<file path="config.mk">
export PLATFORM = sky130hd
export DESIGN_NAME = key_cmd_scheduler
export DESIGN_NICKNAME = d
export VERILOG_FILES = /design/src/rtl/key_cmd_pkg.sv /design/src/rtl/key_cmd_scheduler_fifo.sv /design/src/rtl/key_cmd_scheduler.sv
export SDC_FILE = /design/constraint.sdc
export NUM_CORES = 1
export LEC_CHECK = 0
export ABC_AREA = 0
export CELL_PAD_IN_SITES_DETAIL_PLACEMENT = 1
export CELL_PAD_IN_SITES_GLOBAL_PLACEMENT = 1
export CORE_MARGIN = 8
export CORE_UTILIZATION = 30
export DETAILED_ROUTE_END_ITERATION = 12
export PLACE_DENSITY_LB_ADDON = 0.1
export SYNTH_ARGS = -nofsm -noshare
export SYNTH_HDL_FRONTEND = slang
export SYNTH_SLANG_ARGS = --single-unit
</file>
<file path="constraint.sdc">
create_clock -name sys_clk -period 2.8 [get_ports sys_clk]
set_input_delay 0.28 -clock sys_clk [delete_from_list [all_inputs] [get_ports sys_clk]]
set_output_delay 0.28 -clock sys_clk [all_outputs]
set_load 0.01 [all_outputs]
</file>
<file path="src/rtl/key_cmd_pkg.sv">
// Shared definitions for the keyboard command scheduler: command codes,
// PS/2 scan codes of interest and the acknowledge FSM encoding.
package key_cmd_pkg;

    typedef enum logic [2:0] {
        CMD_NONE    = 3'd0,
        CMD_UP      = 3'd1,
        CMD_DOWN    = 3'd2,
        CMD_LEFT    = 3'd3,
        CMD_RIGHT   = 3'd4,
        CMD_UNDO    = 3'd5,
        CMD_RESTART = 3'd6,
        CMD_MENU    = 3'd7
    } cmd_e;

    typedef enum logic [1:0] {
        ST_IDLE  = 2'd0,
        ST_ACK   = 2'd1,
        ST_DRAIN = 2'd2
    } state_e;

    localparam logic [7:0] SC_EXT_PREFIX = 8'hE0;
    localparam logic [7:0] SC_REL_PREFIX = 8'hF0;
    localparam logic [7:0] SC_EXT_UP     = 8'h75;
    localparam logic [7:0] SC_EXT_DOWN   = 8'h72;
    localparam logic [7:0] SC_EXT_LEFT   = 8'h6B;
    localparam logic [7:0] SC_EXT_RIGHT  = 8'h74;
    localparam logic [7:0] SC_W          = 8'h1D;
    localparam logic [7:0] SC_S          = 8'h1B;
    localparam logic [7:0] SC_A          = 8'h1C;
    localparam logic [7:0] SC_D          = 8'h23;
    localparam logic [7:0] SC_U          = 8'h3C;
    localparam logic [7:0] SC_R          = 8'h2D;
    localparam logic [7:0] SC_ESC        = 8'h76;

    // Arrow keys only count with the E0 prefix; letters and Esc only without it.
    function automatic cmd_e decode_scan(input logic extended, input logic [7:0] code);
        cmd_e cmd;
        cmd = CMD_NONE;
        if (extended) begin
            case (code)
                SC_EXT_UP:    cmd = CMD_UP;
                SC_EXT_DOWN:  cmd = CMD_DOWN;
                SC_EXT_LEFT:  cmd = CMD_LEFT;
                SC_EXT_RIGHT: cmd = CMD_RIGHT;
                default:      cmd = CMD_NONE;
            endcase
        end else begin
            case (code)
                SC_W:          cmd = CMD_UP;
                SC_S:          cmd = CMD_DOWN;
                SC_A:          cmd = CMD_LEFT;
                SC_D:          cmd = CMD_RIGHT;
                SC_U:          cmd = CMD_UNDO;
                SC_R:          cmd = CMD_RESTART;
                SC_ESC:        cmd = CMD_MENU;
                SC_EXT_PREFIX,
                SC_REL_PREFIX: cmd = CMD_NONE;
                default:       cmd = CMD_NONE;
            endcase
        end
        return cmd;
    endfunction

endpackage

</file>
<file path="src/rtl/key_cmd_scheduler_fifo.sv">
// Small synchronous command FIFO with occupancy count and a sticky
// overflow flag for pushes that arrive while full.
module cmd_fifo
    import key_cmd_pkg::*;
#(
    parameter int DEPTH = 4
) (
    input  logic                     sys_clk,
    input  logic                     reset,
    input  logic                     push,
    input  cmd_e                     push_data,
    input  logic                     pop,
    input  logic                     clr_overflow,
    output cmd_e                     head_data,
    output logic                     full,
    output logic                     empty,
    output logic [$clog2(DEPTH):0]   count,
    output logic                     overflow
);

    localparam int PTR_W = $clog2(DEPTH);
    localparam int CNT_W = PTR_W + 1;

    cmd_e             mem_q [DEPTH];
    logic [PTR_W-1:0] wr_ptr_q, wr_ptr_d;
    logic [PTR_W-1:0] rd_ptr_q, rd_ptr_d;
    logic [CNT_W-1:0] count_q, count_d;
    logic             overflow_q, overflow_d;
    logic             do_push, do_pop;

    assign full      = (count_q == CNT_W'(DEPTH));
    assign empty     = (count_q == '0);
    assign count     = count_q;
    assign overflow  = overflow_q;
    assign head_data = mem_q[rd_ptr_q];

    // A pop frees the slot in the same cycle, so push-while-full succeeds then.
    assign do_push = push && (!full || pop);
    assign do_pop  = pop && !empty;

    always_comb begin
        wr_ptr_d   = wr_ptr_q;
        rd_ptr_d   = rd_ptr_q;
        count_d    = count_q;
        overflow_d = overflow_q;
        if (do_push) wr_ptr_d = wr_ptr_q + 1'b1;
        if (do_pop)  rd_ptr_d = rd_ptr_q + 1'b1;
        case ({do_push, do_pop})
            2'b10:   count_d = count_q + 1'b1;
            2'b01:   count_d = count_q - 1'b1;
            default: count_d = count_q;
        endcase
        if (push && !do_push)  overflow_d = 1'b1;
        else if (clr_overflow) overflow_d = 1'b0;
    end

    always_ff @(posedge sys_clk) begin
        if (reset) begin
            wr_ptr_q   <= '0;
            rd_ptr_q   <= '0;
            count_q    <= '0;
            overflow_q <= 1'b0;
        end else begin
            wr_ptr_q   <= wr_ptr_d;
            rd_ptr_q   <= rd_ptr_d;
            count_q    <= count_d;
            overflow_q <= overflow_d;
        end
    end

    always_ff @(posedge sys_clk) begin
        if (do_push) mem_q[wr_ptr_q] <= push_data;
    end

endmodule

</file>
<file path="src/rtl/key_cmd_scheduler.sv">
// Turns decoded keyboard events into queued game commands, acknowledging
// each event once and filtering typematic repeats of the held key.
module key_cmd_scheduler
    import key_cmd_pkg::*;
#(
    parameter int FIFO_DEPTH    = 4,
    parameter int REPEAT_FILTER = 1
) (
    input  logic                          sys_clk,
    input  logic                          reset,
    input  logic                          kb_data_ready,
    input  logic [7:0]                    kb_scan_code,
    input  logic                          kb_extended,
    input  logic                          kb_released,
    output logic                          kb_read,
    output logic                          cmd_valid,
    output logic [2:0]                    cmd_code,
    input  logic                          cmd_ready,
    output logic [$clog2(FIFO_DEPTH):0]   fifo_count,
    output logic                          overflow,
    input  logic                          clr_overflow
);

    state_e     state_q;
    logic       kb_read_q;
    logic [7:0] code_q;
    logic       ext_q;
    logic       rel_q;
    logic       held_valid_q;
    logic       held_ext_q;
    logic [7:0] held_code_q;

    cmd_e       ev_cmd;
    cmd_e       head_cmd;
    logic       held_match;
    logic       accept;
    logic       fifo_empty;
    logic       fifo_full_unused;

    assign ev_cmd     = decode_scan(ext_q, code_q);
    assign held_match = held_valid_q && (held_ext_q == ext_q) && (held_code_q == code_q);
    assign accept     = (state_q == ST_ACK) && !rel_q && (ev_cmd != CMD_NONE)
                        && !((REPEAT_FILTER != 0) && held_match);

    assign kb_read   = kb_read_q;
    assign cmd_valid = !fifo_empty;
    assign cmd_code  = head_cmd;

    // kb_read_q is set exactly on entry to ACK, so it mirrors the ACK state.
    always_ff @(posedge sys_clk) begin
        if (reset) begin
            state_q      <= ST_IDLE;
            kb_read_q    <= 1'b0;
            code_q       <= '0;
            ext_q        <= 1'b0;
            rel_q        <= 1'b0;
            held_valid_q <= 1'b0;
            held_ext_q   <= 1'b0;
            held_code_q  <= '0;
        end else begin
            case (state_q)
                ST_IDLE: begin
                    if (kb_data_ready) begin
                        code_q    <= kb_scan_code;
                        ext_q     <= kb_extended;
                        rel_q     <= kb_released;
                        kb_read_q <= 1'b1;
                        state_q   <= ST_ACK;
                    end
                end
                ST_ACK: begin
                    kb_read_q <= 1'b0;
                    if (accept) begin
                        held_valid_q <= 1'b1;
                        held_ext_q   <= ext_q;
                        held_code_q  <= code_q;
                    end else if (rel_q && held_match) begin
                        held_valid_q <= 1'b0;
                    end
                    state_q <= ST_DRAIN;
                end
                ST_DRAIN: begin
                    kb_read_q <= 1'b0;
                    if (!kb_data_ready) state_q <= ST_IDLE;
                end
                default: begin
                    kb_read_q <= 1'b0;
                    state_q   <= ST_IDLE;
                end
            endcase
        end
    end

    cmd_fifo #(
        .DEPTH(FIFO_DEPTH)
    ) u_fifo (
        .sys_clk      (sys_clk),
        .reset        (reset),
        .push         (accept),
        .push_data    (ev_cmd),
        .pop          (cmd_valid && cmd_ready),
        .clr_overflow (clr_overflow),
        .head_data    (head_cmd),
        .full         (fifo_full_unused),
        .empty        (fifo_empty),
        .count        (fifo_count),
        .overflow     (overflow)
    );

endmodule

</file>
==> reports/results.txt <==
Drt total wl -> 5170 um
Clk pwr share -> 0.310
Most frequent cells in the layout -> nand2_1 (26), dfxtp_1 (24), clkdlybuf4s50_1 (23)
Clock transition at path regs -> 90 ps
Flop-to-flop setup slack -> 20 ps
DP Area -> 2650 um^2
Top cell type by total area after synthesis -> dfxtp_1
Main synth FF type -> dfxtp_1
Leakage -> 0.967 nW
1st-iter DRT viols -> 79
Worst slack at placement -> -23.3 ps
Switching Fraction -> 0.270
Placed cell count -> 344
Ranking of synthesized cells by area -> dfxtp_1 (30%), edfxtp_1 (16%), a21oi_1 (5.2%), nand2_1 (4.4%), xnor2_1 (3.9%)
Crit Path Class -> register to register
Largest net degree at the start of global routing -> 24
Power Internal -> 961 uW
Synth cell types -> 44
Share of the synthesized area in the top cell type -> 0.297
Logic pwr share -> 0.150
RePlAce Congestion -> 0.755
Worst-path maximum fanout -> 6
PD cells -> 471 nW/um^2
CTS root buffer -> clkbuf_8
Setup TNS -> 0 ps
Max frequency -> 0.360 GHz
Initial Util -> 0.308
Fin crit share -> 0.992
Port Buf Inserts -> 23
Hold crit path type -> register to register
WL per Instance -> 14.5 um
Cells after Synth -> 224
Vias -> 1702
Ratio of cells with drive above 1 in the final layout -> 0.222
Number of global-route vias before repair -> 1797
Power Total -> 1.32 mW
Max cap viols -> 0
CTS Buf Count -> 5
Worst Max-Slew Pin Slew -> 505 ps
Min Clock Period, post-route -> 2780 ps
Die Wd -> 102 um
Max-slew headroom -> 0.662
Net Count, Synth -> 245
Register area -> 1040 um^2
Number of synthesized register bits -> 45
Final nets -> 277
Hpwl dp -> 3770 um
Async SR Flop Fraction -> 0
Cell area after synthesis -> 2220 um^2
Final Worst Setup Slack -> 22.7 ps
Global-route wire length before repair -> 8850 um
Diodes inserted -> 0
CORE AREA -> 7210 um^2
Worst-Skew Late Latency -> 300 ps
Max VDD drop -> 0.265 mV
Final cell count without fillers -> 356
Number of vias per cell -> 4.78
WHS -> 498 ps
Worst setup SP type -> register
CTS Hold Bufs -> 0
Final Hold Viols -> 0
Yosys warnings -> 0
TritonCTS clock tree -> yes
Sequential area share after synthesis -> 0.459
Net Sw Power -> 356 uW
RSZ-0062 raised after global routing -> true
Most common cell after layout, fill and taps aside -> nand2_1
CTS Buffer Depth -> 2
Pins over their slew limit -> 0
EDFF count, synth -> 12
Die height -> 102 um
Syn-to-layout area delta -> 25.7%
Syn avg cell area -> 9.93 um^2
Die Area -> 10400 um^2
Outcome -> finished, final reports clean
Initial antenna violation count -> 0
# IOs -> 24
H-tree depth -> 2
Core Rows -> 31
Worst endpoint required time -> 3040 ps
GRT Total Usage -> 0.109
Clock sinks -> 45
Layout Skew -> 6.09 ps
Global route overflow -> 0
Seq pwr share -> 0.540
Crit end category -> register
Post-DRT Antenna Nets -> 0
Post-route cell area -> 2790 um^2
Critical Path AT -> 3010 ps
Finished Core Util -> 0.387
Drt pass-1 iters -> 4
DRC errors left -> 0
Multi-input logic area -> 1140 um^2
# fillers -> 845
Setup violations, final -> 0
[area by class of cell]
type	instances	share of cell area
tap	99	0.0443
clock inverter	3	0.00806
multi-input combinational	155	0.407
inverter	6	0.00806
timing repair buffer	43	0.136
clock buffer	5	0.0246
sequential	45	0.372
[power groups by stage]
stage	Clock [mW]	Sequential, mW	Combinational (mW)
2_1_floorplan	0	0.715	0.129
3_3_place_gp	0	0.728	0.192
3_5_place_dp	0	0.727	0.193
4_1_cts	0.433	0.713	0.194
5_1_grt	0.452	0.716	0.221
6_report	0.408	0.711	0.198
[kinds of logic (layout without fill, tap and decap cells)]
| logic type | after synthesis | in the layout | share of synthesized area |
|---|---|---|---|
| and+or+nand+nor | 88 | 88 | 0.230 |
| DFF | 45 | 45 | 0.459 |
| buffers and inverters | 24 | 57 | 0.0512 |
| muxes | 4 | 4 | 0.0349 |
| xor gates and xnor gates | 13 | 13 | 0.0512 |
| adders and majority gates | 6 | 6 | 0.0371 |
| AOI/OAI and AO/OA | 44 | 44 | 0.136 |
[cells in the mapped netlist (4+ instances only)]
library cell  count
inv_1             6
nor2_1           12
xnor2_1          10
nand3_1          11
ha_1              5
dfxtp_1          33
clkbuf_1          9
nor3b_1           4
buf_2             7
nand2_1          26
and3b_1           4
a21oi_1          23
and3_1            4
edfxtp_1         12
a21bo_1           8
[state kept, by name, indices dropped and copies added, names as in the netlist, named ones only]
signal	count
code_q	8
u_fifo.overflow	1
state_q	2
ext_q	1
rel_q	1
u_fifo.wr_ptr_q	2
held_ext_q	1
u_fifo.rd_ptr_q	2
kb_read	1
held_code_q	8
u_fifo.count	3
held_valid_q	1
u_fifo.mem_q	12
[path summary, 6_finish.rpt]
kind,startpoint,to,cells past startpoint
max,code_q[0],u_fifo.count[2],12
min reg2reg,u_fifo.overflow,u_fifo.overflow,1
min,u_fifo.overflow,u_fifo.overflow,1
max reg2reg,code_q[0],u_fifo.count[2],12
[critical path, stage by stage (launching register included)]
cell and delay, ps:
dfxtp_4 370, buf_4 140, nor4bb_1 130, a32oi_1 170, a32oi_1 130, or4_4 570
nand3_4 100, ha_4 150, inv_2 40, fa_2 320, xor2_1 150, or3_1 320
a21oi_2 110
[routing by layer]
layer,GRT usage,part of all wire,vias up
li1,-,-,849
met1,0.140,0.50,818
met2,0.173,0.45,28
met3,0.0259,0.033,7
met4,0.0406,0.015,0
met5,0,0,-
[timing repair]
item | 4_1_cts | 5_1_grt
gates resized for setup | 6 | 8
pin swaps | 0 | 4
buffers inserted | 0 | 4
endpoints found under the setup margin | 1 | 11
No activity file was read; power rests on OpenSTA's default activity.
